$ cat src/rtl/light_pattern_gen_pkg.sv
// Shared definitions for the light pattern generator: FSM encoding, LFSR taps
// and pattern sizing constants.
package light_pattern_gen_pkg;

    localparam int PATTERN_W = 16;
    localparam int MAX_RETRY = 15;

    // Fibonacci taps 16,14,13,11 expressed as a mask over bits 15,13,12,10.
    localparam logic [15:0] LFSR_TAPS = 16'hB400;

    typedef enum logic [1:0] {
        ST_CLEAR,
        ST_BUILD,
        ST_PUBLISH,
        ST_HOLD
    } state_t;

endpackage

$ cat src/rtl/light_pattern_gen_lfsr16.sv
// Free-running 16-bit Fibonacci LFSR with zero detection and seed reload;
// exposes only the low nibble used as a candidate bit index.
module lfsr16
    import light_pattern_gen_pkg::*;
#(
    parameter logic [15:0] SEED = 16'hACE1
) (
    input  logic       clk,
    input  logic       resetn,
    output logic [3:0] o_idx
);

    logic [15:0] r_lfsr;
    logic        w_feedback;
    logic        w_isZero;

    assign w_feedback = ^(r_lfsr & LFSR_TAPS);
    assign w_isZero   = (r_lfsr == 16'h0000);
    assign o_idx      = r_lfsr[3:0];

    // An all-zero state would lock the register, so it is replaced by the seed.
    always_ff @(posedge clk or negedge resetn) begin
        if (!resetn) begin
            r_lfsr <= SEED;
        end else if (w_isZero) begin
            r_lfsr <= SEED;
        end else begin
            r_lfsr <= {r_lfsr[14:0], w_feedback};
        end
    end

endmodule

$ cat src/rtl/light_pattern_gen.sv
// Builds random light patterns with select+1 distinct lit positions, publishes
// them to the game FSM and holds them frozen while random_enable is low.
module light_pattern_gen
    import light_pattern_gen_pkg::*;
#(
    parameter logic [15:0] LFSR_SEED = 16'hACE1
) (
    input  logic                 clk,
    input  logic                 resetn,
    input  logic                 random_enable,
    input  logic                 lights_off,
    input  logic [1:0]           select,
    output logic [PATTERN_W-1:0] light_pattern,
    output logic                 pattern_ready,
    output logic [2:0]           lit_count
);

    logic [1:0]           r_rstSync;
    logic                 w_rstN;
    logic [3:0]           w_idx;
    logic [3:0]           w_lowFree;
    state_t               r_state;
    logic [PATTERN_W-1:0] r_work;
    logic [PATTERN_W-1:0] r_patQ;
    logic [2:0]           r_placed;
    logic [2:0]           r_target;
    logic [3:0]           r_retry;
    logic [2:0]           r_litCount;
    logic                 r_ready;

    // Assertion passes straight through; release is delayed two clocks.
    always_ff @(posedge clk or negedge resetn) begin
        if (!resetn) begin
            r_rstSync <= 2'b00;
        end else begin
            r_rstSync <= {r_rstSync[0], 1'b1};
        end
    end

    assign w_rstN = r_rstSync[1];

    lfsr16 #(
        .SEED (LFSR_SEED)
    ) u_lfsr (
        .clk    (clk),
        .resetn (w_rstN),
        .o_idx  (w_idx)
    );

    always_comb begin
        w_lowFree = 4'd0;
        for (int i = PATTERN_W - 1; i >= 0; i--) begin
            if (!r_work[i]) begin
                w_lowFree = 4'(i);
            end
        end
    end

    always_ff @(posedge clk or negedge w_rstN) begin
        if (!w_rstN) begin
            r_state    <= ST_CLEAR;
            r_work     <= '0;
            r_patQ     <= '0;
            r_placed   <= 3'd0;
            r_target   <= 3'd0;
            r_retry    <= 4'd0;
            r_litCount <= 3'd0;
            r_ready    <= 1'b0;
        end else begin
            case (r_state)
                ST_CLEAR: begin
                    r_work   <= '0;
                    r_placed <= 3'd0;
                    r_retry  <= 4'd0;
                    r_target <= {1'b0, select} + 3'd1;
                    r_state  <= ST_BUILD;
                end
                ST_BUILD: begin
                    // After a run of collisions the lowest free slot guarantees progress.
                    if (r_placed == r_target) begin
                        r_state <= ST_PUBLISH;
                    end else if (r_retry == 4'(MAX_RETRY)) begin
                        r_work[w_lowFree] <= 1'b1;
                        r_placed          <= r_placed + 3'd1;
                        r_retry           <= 4'd0;
                    end else if (!r_work[w_idx]) begin
                        r_work[w_idx] <= 1'b1;
                        r_placed      <= r_placed + 3'd1;
                        r_retry       <= 4'd0;
                    end else begin
                        r_retry <= r_retry + 4'd1;
                    end
                end
                ST_PUBLISH: begin
                    r_patQ     <= r_work;
                    r_litCount <= r_target;
                    if (random_enable) begin
                        r_state <= ST_CLEAR;
                    end else begin
                        r_state <= ST_HOLD;
                        r_ready <= 1'b1;
                    end
                end
                ST_HOLD: begin
                    if (random_enable) begin
                        r_state <= ST_CLEAR;
                        r_ready <= 1'b0;
                    end
                end
                default: begin
                    r_state <= ST_CLEAR;
                    r_ready <= 1'b0;
                end
            endcase
        end
    end

    assign light_pattern = lights_off ? '0 : r_patQ;
    assign pattern_ready = r_ready;
    assign lit_count     = r_litCount;

endmodule

$ cat config.mk
export PLATFORM = sky130hd
export DESIGN_NAME = light_pattern_gen
export DESIGN_NICKNAME = d
export VERILOG_FILES = /design/src/rtl/light_pattern_gen_pkg.sv /design/src/rtl/light_pattern_gen_lfsr16.sv /design/src/rtl/light_pattern_gen.sv
export SDC_FILE = /design/constraint.sdc
export NUM_CORES = 1
export LEC_CHECK = 0
export BUFFER_PORTS_ARGS = -buffer_cell sky130_fd_sc_hd__buf_2
export CAP_MARGIN = 20
export CORE_MARGIN = 2
export CORE_UTILIZATION = 55
export CTS_CLUSTER_SIZE = 10
export DETAILED_ROUTE_END_ITERATION = 6
export PLACE_DENSITY = 0.74
export RECOVER_POWER = 25
export SYNTH_ARGS = -nofsm -noshare
export SYNTH_HDL_FRONTEND = slang
export SYNTH_SLANG_ARGS = --single-unit
$ cat constraint.sdc
create_clock -name clk -period 4.09 [get_ports clk]
set_clock_uncertainty 0.15 [all_clocks]
set_input_delay 0.818 -clock clk [delete_from_list [all_inputs] [get_ports clk]]
set_output_delay 0.818 -clock clk [all_outputs]
set_load 0.05 [all_outputs]
# Word level (Yosys, flattened, before mapping)
# Index checks and enable logic that the tools add are counted.
[word_totals]
register_bits = 66
latch_bits = 0
ram_bits = 0
rom_bits = 0
input_bits = 6
output_inout_bits = 20
elab_cells = 83
mem_count = 0
[op_classes]
add_sub_neg = 3
multipliers = 0
n_div = 0
n_lt_le_gt_ge = 4
eq_ne = 10
shift = 0
n_mux = 43
n_bitwise = 2
reduce_logical = 11
[op_table]
columns = ["op", "n"]
rows = [
  ["$mux 16", 5],
  ["$mux 4", 19],
  ["$or 16x16->16", 2],
  ["$pmux 16 s2", 1],
  ["$logic_not 16->1", 1],
  ["$reduce_xor 16->1", 1],
  ["$lt 4x5->1 const B", 2],
  ["$mux 3", 3],
  ["$demux 1 s4", 2],
  ["$ge 4x1->1 const B", 2],
  ["$ne 2x2->1 const B", 4],
  ["$pmux 2 s4", 1],
  ["$pmux 4 s2", 1],
  ["$mux 2", 3],
  ["$pmux 3 s2", 1],
  ["$reduce_and 3->1", 2],
  ["$mux 1", 5],
  ["$add 4x1->4 const B", 1],
  ["$bmux 1 s4", 1],
  ["$eq 2x2->1 const B", 2],
  ["$eq 4x4->1 const B", 1],
  ["$reduce_and 2->1", 2],
  ["$reduce_bool 2->1", 2],
  ["$add 2x1->3 const B", 1],
  ["other kinds (7)", 8],
]

# Depth between registers and ports, before layout
# Gate-level depths: netlist of the first run.
[logic_depth]
ltp_word = 24
depth_mapped = 8

# Cells and area by module
# A second synthesis of the first run with hierarchy kept.
[hier_totals]
hier_cells = 347
hier_area_um2 = 3609.7
[modules_own_cells]
columns = ["module", "n_inst", "cells_per_inst", "area_each_um2", "seq_area_each_um2"]
rows = [
  ["light_pattern_gen", 1, 293, 2947.8, 1251.2],
  ["lfsr16", 1, 54, 661.9, 410.4],
]

# Worst setup path before layout of the first run
# No wires, ideal clock.
[synth_timing]
kind = "input -> output"
from = "input port lights_off"
to = "output port light_pattern[0]"
arrival_ns = 1.715
path_slack_ns = 1.407
path_stages = 2
path_cell_list = "clkbuf_1 nor2b_1"
[synth_between]
elab_chain_len = 1
[synth_rtl]
columns = ["item", "line_no", "text"]
rows = [
  ["start: declaration", "light_pattern_gen.sv:11", "input logic lights_off,"],
  ["$mux 16", "light_pattern_gen.sv:118", "assign light_pattern = lights_off ? '0 : r_patQ;"],
  ["end: declaration", "light_pattern_gen.sv:13", "output logic [PATTERN_W-1:0] light_pattern,"],
]
# Every way passes these cells.

# Worst setup path in the final report of the first run
[layout_timing]
from = "register u_lfsr.r_lfsr[0]"
to = "register r_work[0]"
[layout_between]
elab_chain_len = 9
word_cells_on_any_way = 14
[layout_rtl]
columns = ["item", "line_no", "text"]
rows = [
  ["start: declaration", "light_pattern_gen_lfsr16.sv:13", "logic [15:0] r_lfsr;"],
  ["start signal: assignment", "light_pattern_gen_lfsr16.sv:28", "r_lfsr <= {r_lfsr[14:0], w_feedback};"],
  ["$lt 4x5->1 (not written as such) or $ge 4x1->1 (tied branches)", "light_pattern_gen.sv:87", "r_work[w_idx] <= 1'b1;"],
  ["$logic_and 1x1->1 (not written as such)", "light_pattern_gen.sv:87", ""],
  ["$mux 1 (not written as such)", "light_pattern_gen.sv:87", ""],
  ["$demux 1 s4", "light_pattern_gen.sv:87", ""],
  ["$or 16x16->16 (no source line)", "-", ""],
  ["$mux 16", "light_pattern_gen.sv:86", "end else if (!r_work[w_idx]) begin"],
  ["$mux 16", "light_pattern_gen.sv:82", "end else if (r_retry == 4'(MAX_RETRY)) begin"],
  ["$mux 16", "light_pattern_gen.sv:80", "if (r_placed == r_target) begin"],
  ["$pmux 16 s2", "light_pattern_gen.sv:70", "case (r_state)"],
  ["end signal: assignment", "light_pattern_gen.sv:72", "r_work <= '0;"],
  ["end signal: indexed assignment", "light_pattern_gen.sv:83", "r_work[w_lowFree] <= 1'b1;"],
  ["end signal: indexed assignment", "light_pattern_gen.sv:87", ""],
  ["end: declaration", "light_pattern_gen.sv:23", "logic [PATTERN_W-1:0] r_work;"],
]
# Several ways; a longest one is shown, not always the timed one. The select of a mux whose other input is x is not followed.
# A chain may end at the register's enable or synchronous reset.

==> results of run 1 <==
==> Yosys cell counts, drive strengths merged (4+ instances only) <==
cell / count
dfrtp: 58
nand2: 44
nor2b: 18
mux2: 17
o21ai: 16
nor2: 15
clkbuf: 13
inv: 13
nand2b: 12
nand4: 11
buf: 9
a21oi: 8
dfstp: 8
nand3: 8
mux2i: 6
nor3: 6
a211oi: 5
a21o: 5
xor2: 5
ha: 4
nor4: 4
==> final cells by class <==
class / count / area (um2)
inverters: 13 / 48.80
clock inverters: 4 / 51.30
repair buffers: 26 / 131.4
flip-flops and latches: 66 / 1662
fillers: 521 / 2253
clock buffers: 12 / 145.1
multi-input cells: 229 / 1570
well taps: 75 / 93.84
==> kinds of logic after synthesis <==
group	count (synthesis)
AO/OA/AOI/OAI	63
XOR/XNOR	6
adder cells (fa/ha/maj)	4
buffers and inverters	35
flip-flops	66
multiplexers	23
other	1
AND/OR/NAND/NOR	132
==> sequential cells by signal (all words and copies together), names as in the netlist <==
name	flops
r_retry	4
r_rstSync	2
r_work	16
r_placed	3
r_state	2
r_target	3
u_lfsr.r_lfsr	16
lit_count	3
r_patQ	16
pattern_ready	1
==> worst paths after layout <==
kind	cells after the start	from	endpoint	slack, ns
worst max-delay path	6	u_lfsr.r_lfsr[0]	r_work[0]	1.37
worst min-delay path	1	resetn	r_rstSync[0]	0.1
worst max register to register	6	u_lfsr.r_lfsr[0]	r_work[0]	1.37
worst min register to register	0	r_rstSync[0]	r_rstSync[1]	0.20
max in group asynchronous	1	r_rstSync[1]	u_lfsr.r_lfsr[5]	2.35
min in group clk	0	r_rstSync[0]	r_rstSync[1]	0.20
==> layout by cell type, fill, tap and decap left out, drive strengths merged, types with 5 or more instances in the layout <==
cell type  netlist  routed
dfrtp           58      58
nand2           44      44
buf              9      25
nor2b           18      18
mux2            17      17
o21ai           16      16
nor2            15      15
inv             13      13
clkbuf          13      13
nand2b          12      12
nand4           11      11
a21oi            8       8
nand3            8       8
dfstp            8       8
nor3             6       6
mux2i            6       6
xor2             5       5
a211oi           5       5
a21o             5       5
==> worst register-to-register path, stage by stage (launching register included) <==
cell and delay (ns):
dfstp_1 0.84, mux2_1 0.38, a2bb2oi_1 0.17, nand4_2 0.17, nand3_2 0.36, o41ai_1 0.45
a21o_1 0.12
==> routing by layer <==
layer	part of all wire, %	GRT usage, %	up-vias
met4	2.3	10.58	0
met3	6.9	3.678	20
met2	46	32.77	92
li1	-	-	1190
met5	0	0	-
met1	45	31.41	1204
==> power breakdown <==
part	total (mW)	leakage (nW)	switching (mW)	internal [mW]
registers	0.972	0.835	0.163	0.809
clock network	0.542	0.0966	0.243	0.299
logic	0.869	0.797	0.570	0.299
==> results.cfg, run 1 <==
[final_layout]
drive_gt1_share_pct = 23.14
design_area_mm2 = 0.003702
fin_cells = 425
nets = 355
antenna_cells = 0
syn2layout_area_growth_pct = 8.309
finalCoreUtilization_pct = 62.16

[logic_synthesis]
synth_compound_area_share_pct = 14.31
netlist.top_cell.by_area = dfrtp_1
synth_cell_types = 67
synth-seq-cells = 66
synth_edf_count = 0
syn-num-nets = 340
synthSimpleGateAreaFrac_pct = 21.16
syn_area_mm2 = 0.003418
synth_mux_area_share_pct = 7.357
syn_area_per_cell_um2 = 10.36
synth-xor-area-share_pct = 1.537
synth_top_family_by_area = simple AND/OR/NAND/NOR gates
ys_top_cells_by_area = dfrtp_1 (42%), dfstp_2 (6.1%), mux2_2 (5.3%)
ys_seq_area_share_pct = 48.61
async_reset_ff_share_pct = 100.0
yosysWarnings = 0
synth_top_area_share_pct = 42.46
netlist_instances = 330
synth-adder-area-share_pct = 1.464
synthFlopType = dfrtp_1

[setup_path]
crit_path_start_kind = flip-flop
path_cells = mux2_1, a2bb2oi_1, nand4_2, nand3_2, o41ai_1, a21o_1
crit_family = flip-flops
cpMaxStageDelayCell = dfstp_1
crit_fanout = 18
worstPathRequired_ns = 4.22
critPathKind = flip-flop to flip-flop
crit_buf_inv = 0
crit_arrival_ns = 2.85
max_stage_delay_ns = 0.84
end_kind = flip-flop

[place]
port_buffers = 25
place_hpwl_mm = 4.892
gp_congestion = 0.9371
placed_area_mm2 = 0.003508
dpl_worst_slack_ns = 1.577
dp.cells = 409

[timing]
period_share_pct = 66.58
rsz0062_at_grt = no
finalSetupTns_ns = 0
worst_hold_slack_ns = 0.09612
worst_slack_ns = 1.367
period_minus_slack_ns = 2.723
slew_headroom_pct = 20.06
fmax_ghz = 0.3672
tightestPinTransition_ns = 1.199
finalSetupViolCount = 0
slew_violations = 0
final-hold-violation-count = 0

[drt]
drc = 0
drt-vias-per-instance = 5.896
avgRoutedWirePerCell_um = 16.34
drtAntennaViolNets = 0
first_iter_violations = 233
wl_mm = 6.946
vias = 2506
dr.pass1.iters = 4

[cts]
clk_pin_slew_ns = 0.07
cts_tree = yes
hold_buffers = 0
cts_setup_buffers = 0
clock_path_buffers = 2
numCtsBuffers = 9
clkSinkCount = 66
clk-insertion-delay-late_ns = 0.34
h-tree-depth = 3
cts_resized = 0
cts_root_buf = clkbuf_8

[global_route]
grt-ovfl-total = 0
grt_max_degree = 35
first_global_vias = 2435
grt_antenna_before_repair = 0
grt_use_total_pct = 22.02
grt_pass1_wl_mm = 12.26

[die]
num_io_pins = 26
rows = 28
dieArea_mm2 = 0.006862
core-area_mm2 = 0.005956
chipWidth_um = 82.84
start_util_pct = 57.39
die_y_um = 82.84

[pwr]
p_per_area_mw_per_mm2 = 643.4
fin_total_pwr_mw = 2.382
ir_drop_mv = 0.4118
p_leak_nw = 1.729

[status]
status = complete, no violations

[hold_path]
hold_path_class = input port to async pin

[job]
maxCapViolCount = 0
Note: power is estimated with default switching activity, not from simulation.
==> run 2, diff against run 1 <==
--- a/config.mk
+++ b/config.mk
@@ -5,13 +5,14 @@
 export SDC_FILE = /design/constraint.sdc
 export NUM_CORES = 1
 export LEC_CHECK = 0
+export ABC_AREA = 1
 export BUFFER_PORTS_ARGS = -buffer_cell sky130_fd_sc_hd__buf_2
 export CAP_MARGIN = 20
 export CORE_MARGIN = 2
-export CORE_UTILIZATION = 55
+export CORE_UTILIZATION = 54
 export CTS_CLUSTER_SIZE = 10
 export DETAILED_ROUTE_END_ITERATION = 6
-export PLACE_DENSITY = 0.74
+export PLACE_DENSITY = 0.76
 export RECOVER_POWER = 25
 export SYNTH_ARGS = -nofsm -noshare
 export SYNTH_HDL_FRONTEND = slang
==> constraint.sdc (replaced) <==
create_clock -name clk -period 2.3 [get_ports clk]
set_clock_uncertainty 0.15 [all_clocks]
set_input_delay 0.46 -clock clk [delete_from_list [all_inputs] [get_ports clk]]
set_output_delay 0.46 -clock clk [all_outputs]
set_load 0.05 [all_outputs]
==> run 2 against run 1 <==
Net effect:
- sequential power increased by 79%
- worst hold slack improved by 0.061 ns
- critical path depth increased by 8
- maximum frequency increased by 26%
- via count increased by 10%
- synthesized cell count increased by 23%
- sequential share of layout area decreased by 0.80 points
- global-route usage increased by 0.98 points
- combinational power increased by 92%
- final cell count increased by 22%
- highest routed layer unchanged
==> results.cfg, run 2 <==
[drt]
drc = 0
vias = 2758
dr.pass1.iters = 5
avgRoutedWirePerCell_um = 13.34
drt-vias-per-instance = 5.324
wl_mm = 6.912
first_iter_violations = 313
drtAntennaViolNets = 0

[die]
core-area_mm2 = 0.005921
chipWidth_um = 82.21
dieArea_mm2 = 0.006758
start_util_pct = 55.79
num_io_pins = 26
die_y_um = 82.21
rows = 28

[global_route]
grt_pass1_wl_mm = 11.72
first_global_vias = 2540
grt_max_degree = 34
grt-ovfl-total = 0
grt_antenna_before_repair = 0
grt_use_total_pct = 23.00

[logic_synthesis]
yosysMostFrequentCell = nand2_1
synth_top_area_share_pct = 43.94
ys_top_cells_by_area = dfrtp_1 (44%), nand2_1 (10%), inv_1 (6.5%)
synth_edf_count = 0
synth_top_cells_by_count = nand2_1 (91), dfrtp_1 (58), inv_1 (57), nand3_1 (35), nor2_1 (34)
netlist.top_cell.by_area = dfrtp_1
syn-num-nets = 417
netlist_instances = 407
synth-seq-cells = 66
async_reset_ff_share_pct = 100.0
ys_seq_area_share_pct = 50.30
syn_area_mm2 = 0.003303
syn_area_per_cell_um2 = 8.116
synth_cell_types = 33
synthFlopType = dfrtp_1
yosysWarnings = 0

[timing]
tightestPinTransition_ns = 0.9272
slew_violations = 0
fmax_ghz = 0.4633
slew_headroom_pct = 38.18
worst_hold_slack_ns = 0.1572
period_share_pct = 93.85
finalSetupTns_ns = 0
finalSetupViolCount = 0
period_minus_slack_ns = 2.159
final-hold-violation-count = 0

[job]
maxCapViolCount = 0

[cts]
h-tree-depth = 3
clock_path_buffers = 2
cts_tree = yes
clkSinkCount = 66
numCtsBuffers = 9
cts_root_buf = clkbuf_8
clk-insertion-delay-late_ns = 0.34
clk_pin_slew_ns = 0.08

[final_layout]
mostFrequentLayoutCell = nand2_1
final.fill_count = 517
antenna_cells = 0
syn2layout_area_growth_pct = 14.13
drive_gt1_share_pct = 18.96
layout_common_cells = nand2_1 (90), dfrtp_1 (58), inv_1 (57), nand3_1 (35), nor2_1 (34)
reg_top3 = r_patQ: 16 flops, r_work: 16 flops, u_lfsr.r_lfsr: 16 flops
nets = 448

[setup_path]
worstPathRequired_ns = 2.37
r2r_setup_slack_ns = 0.14
critPathKind = flip-flop to flip-flop
crit_path_start_kind = flip-flop
r2r_end = r_work[13]
crit_arrival_ns = 2.23
crit_fanout = 18
timing.rr.start = u_lfsr.r_lfsr[0]
end_kind = flip-flop
reg2regPathDepth = 14

[pwr]
ir_drop_mv = 0.8505
switchingPower_mw = 1.887
p_leak_nw = 1.848
p_comb_share_pct = 38.3
p_per_area_mw_per_mm2 = 1154
p_clk_share_pct = 21.7
power_frac_seq_pct = 40.0
swShare_pct = 43.36
p_int_mw = 2.465

[hold_path]
hold_path_startpoint = select[0]
worstHoldEndpoint = r_target[0]
hold_path_class = input port to flip-flop
whs_path_depth = 2

[place]
gp_congestion = 0.9701
port_buffers = 25
place_hpwl_mm = 5.009

[status]
status = complete, no violations
run 2: kinds of logic (layout without fill, tap and decap cells):
| family | Yosys count | count (layout) | synth area share (%) |
|---|---|---|---|
| buf+inv | 78 | 114 | 9.394 |
| other cells | 1 | 1 | 0.1135 |
| xor+xnor | 8 | 8 | 2.121 |
| compound gates | 59 | 59 | 10.45 |
| fa+ha+maj | 4 | 4 | 1.515 |
| simple gates | 191 | 191 | 26.10 |
| flops | 66 | 66 | 50.30 |
run 2: final cells by class:
class                           count  area (um2)  area share, %
Timing Repair Buffer               38       234.0          6.206
Tap cell                           75       93.84          2.489
Clock inverter                      7       70.07          1.859
Sequential cell                    66        1662          44.08
Clock buffer                        9       123.9          3.286
Multi-Input combinational cell    263        1349          35.78
Inverter                           60       237.7          6.306
run 2: how the worst max path moves through the flow:
stage	start	end	slack (ns)
floorplan	r_rstSync[1]	lit_count[0]	0.19
global placement	u_lfsr.r_lfsr[0]	r_work[15]	0.16
detailed placement	u_lfsr.r_lfsr[0]	r_work[13]	0.13
CTS	u_lfsr.r_lfsr[0]	r_work[13]	0.1
global route	u_lfsr.r_lfsr[0]	r_work[7]	-0.008
finish	u_lfsr.r_lfsr[0]	r_work[13]	0.14
run 2: stage by stage:
step / power, mW / std cells / setup WS, ns / area [um2] / utilization [%]
after global routing: 4.687 / 518 / -0.008302 / 3770 / 63.67
after global placement: 3.342 / 498 / 0.1580 / 3513 / 59.34
after CTS: 4.355 / 515 / 0.09996 / 3717 / 62.79
final: 4.352 / 518 / 0.1415 / 3770 / 63.67
after detailed placement: 3.394 / 498 / 0.1251 / 3513 / 59.34
after floorplan: 3.010 / 407 / 0.1901 / 3303 / -
run 2: layer usage:
| layer | global-route usage, % | wire [um] |
|---|---|---|
| met2 | 36.21 | 3267 |
| met5 | 0 | 0 |
| met3 | 5.652 | 394 |
| met4 | 8.667 | 132 |
| met1 | 30.72 | 3118 |
run 2: timing repair:
action / in CTS / in global routing
endpoints found under the hold margin: 2 / 0
resized for setup: 0 / 6
setup endpoints to repair: 0 / 21
hold buffers: 1 / 0
buffers inserted: 0 / 3
run 2: critical path, cell delays in order (launching register included):
cell and delay [ns]:
dfstp_2 0.58, inv_1 0.10, nor2_4 0.15, buf_12 0.13
a22oi_1 0.06, o221ai_1 0.10, nand2_1 0.07, nand2_1 0.09
nor2_2 0.05, inv_2 0.06, nand3_2 0.08, nand2_4 0.14
clkinv_8 0.10, nand2_1 0.12, a21oi_2 0.06
run 2: power groups by stage:
stage | combinational [mW] | sequential, mW | clock (mW)
floorplan | 1.18 | 1.83 | 0
global placement | 1.59 | 1.75 | 0
detailed placement | 1.64 | 1.76 | 0
CTS | 1.64 | 1.74 | 0.971
global route | 1.87 | 1.80 | 1.02
finish | 1.67 | 1.74 | 0.944
==> run 3, diff against run 2 <==
--- a/config.mk
+++ b/config.mk
@@ -16,4 +16,5 @@
 export RECOVER_POWER = 25
 export SYNTH_ARGS = -nofsm -noshare
 export SYNTH_HDL_FRONTEND = slang
+export SYNTH_HIERARCHICAL = 1
 export SYNTH_SLANG_ARGS = --single-unit
==> run 3 against run 2 <==
Net effect:
- synthesized cell count increased by 4.4%
- sequential power is 4% lower
- clock-buffer cell count rose by 4
- via count increased by 3.3%
- final cell count increased by 4.6%
- maximum frequency down 2.3%
- largest power group is now combinational logic
==> results.cfg, run 3 <==
[status]
status = complete, no violations

[logic_synthesis]
syn_area_per_cell_um2 = 7.946
netlist_instances = 425
netlist.top_cell.by_area = dfrtp_1
yosysWarnings = 6
yosysMostFrequentCell = nand2_1
synth_cell_types = 35
synth_top_area_share_pct = 42.98
syn_area_mm2 = 0.003377
synth_top_cells_by_count = nand2_1 (105), inv_1 (62), dfrtp_1 (58), nor2_1 (34), nand3_1 (30)
synthFlopType = dfrtp_1
async_reset_ff_share_pct = 100.0
synth_edf_count = 0
synth-seq-cells = 66
ys_top_cells_by_area = dfrtp_1 (43%), nand2_1 (12%), inv_1 (6.9%)
syn-num-nets = 435
ys_seq_area_share_pct = 49.20

[setup_path]
end_kind = flip-flop
crit_path_start_kind = flip-flop
critPathKind = flip-flop to flip-flop
cpMaxStageDelayCell = dfstp_2
crit_fanout = 8
crit_arrival_ns = 2.34
crit_buf_inv = 1
path_cells = nor2_4, a22oi_1, o221ai_1, nand2_1, nand2_2, nor2_2, nor2_2, nand2_2, nand2_4, buf_4, nor2_2, nand2_2, a21oi_2
crit_family = simple AND/OR/NAND/NOR gates
worstPathRequired_ns = 2.43
max_stage_delay_ns = 0.59
r2r_setup_slack_ns = 0.09

[die]
die_y_um = 83.08
num_io_pins = 26
chipWidth_um = 83.08
dieArea_mm2 = 0.006902
rows = 28
core-area_mm2 = 0.005991
start_util_pct = 56.37

[job]
maxCapViolCount = 0

[final_layout]
design_area_mm2 = 0.003923
layout_common_cells = nand2_1 (102), inv_1 (61), dfrtp_1 (58), nor2_1 (32), nand3_1 (30)
finalCoreUtilization_pct = 65.48
reg_top3 = r_patQ: 16 flops, r_work: 16 flops, u_lfsr/r_lfsr: 16 flops
syn2layout_area_growth_pct = 16.15
drive_gt1_share_pct = 21.20
mostFrequentLayoutCell = nand2_1
antenna_cells = 0
nets = 472
fin_cells = 542

[drt]
met2_length_mm = 3.569
first_iter_violations = 197
wl_mm = 7.347
met1_length_mm = 3.241
drc = 0
top_layer = met4
avgRoutedWirePerCell_um = 13.56
dr.pass1.iters = 4
drt-vias-per-instance = 5.256
wl_met3_um = 374
vias = 2849
drtAntennaViolNets = 0

[cts]
clock_path_buffers = 2
clk_pin_slew_ns = 0.07
clkSinkCount = 66
numCtsBuffers = 9
clk-insertion-delay-late_ns = 0.35
cts_root_buf = clkbuf_8
h-tree-depth = 3
cts_tree = yes

[pwr]
switchingPower_mw = 1.867
p_int_mw = 2.587
swShare_pct = 41.93
ir_drop_mv = 0.8709
p_clk_share_pct = 20.6
power_frac_seq_pct = 37.5
fin_total_pwr_mw = 4.454
p_comb_share_pct = 41.9
p_per_area_mw_per_mm2 = 1135
p_leak_nw = 1.916

[timing]
tightestPinTransition_ns = 0.8510
slew_headroom_pct = 43.27
worst_slack_ns = 0.09153
slew_violations = 0
period_share_pct = 96.02
final-hold-violation-count = 0
worst_hold_slack_ns = 0.1739
finalSetupTns_ns = 0
finalSetupViolCount = 0
period_minus_slack_ns = 2.208
fmax_ghz = 0.4528

[global_route]
grt-ovfl-total = 0
grt_pass1_wl_mm = 12.68
grt_antenna_before_repair = 0
first_global_vias = 2782
grt_use_total_pct = 22.73
grt_max_degree = 46

[hold_path]
hold_path_class = input port to flip-flop

[place]
placed_area_mm2 = 0.003598
dpl_worst_slack_ns = 0.1199
place_hpwl_mm = 5.324
port_buffers = 25
dp.cells = 516
gp_congestion = 0.9446
==> run 3: repair_timing <==
action | CTS | global route
resized for setup | 0 | 14
setup endpoints to repair | 0 | 6
hold endpoints to repair | 2 | 0
hold buffers | 1 | 0
buffers inserted | 0 | 9
==> run 3: per-layer routing <==
layer,track usage [%],up-vias
li1,-,1423
met1,28.74,1331
met2,37.46,79
met3,5.070,16
met4,9.985,0
met5,0,-
==> run 3: power groups by stage <==
| stage | Sequential (mW) | Combinational (mW) | Clock (mW) |
|---|---|---|---|
| 2_1_floorplan | 1.74 | 1.18 | 0 |
| 3_3_place_gp | 1.68 | 1.57 | 0 |
| 3_5_place_dp | 1.69 | 1.60 | 0 |
| 4_1_cts | 1.67 | 1.61 | 0.939 |
| 5_1_grt | 1.71 | 2.06 | 0.989 |
| 6_report | 1.67 | 1.86 | 0.918 |
==> run 3: layout make-up <==
cell class,instances,area (um2)
Sequential cell,66,1662
Multi-Input combinational cell,273,1399
Fill cell,532,2068
Timing Repair Buffer,48,324.1
Inverter,64,252.7
Clock inverter,3,22.52
Tap cell,75,93.84
Clock buffer,13,168.9
==> run 3: path summary, 6_finish.rpt <==
kind	cells after the start	endpoint	start
max	13	r_work[8]	u_lfsr/r_lfsr[0]
min	2	r_state[1]	random_enable
max reg2reg	13	r_work[8]	u_lfsr/r_lfsr[0]
min reg2reg	0	lit_count[1]	r_rstSync[1]
max in group asynchronous	1	u_lfsr/r_lfsr[15]	r_rstSync[1]
min in group asynchronous	0	lit_count[1]	r_rstSync[1]
==> run 3: kinds of logic (layout without fill, tap and decap cells) <==
logic type      count (synthesis)  after routing  share of synthesized area [%]
compound gates                 63             63                          11.26
fa+ha+maj                       4              4                          1.482
xor+xnor                        5              5                          1.297
flops                          66             66                          49.20
buf+inv                        86            128                          10.56
other cells                     1              1                         0.1110
simple gates                  200            200                          26.08
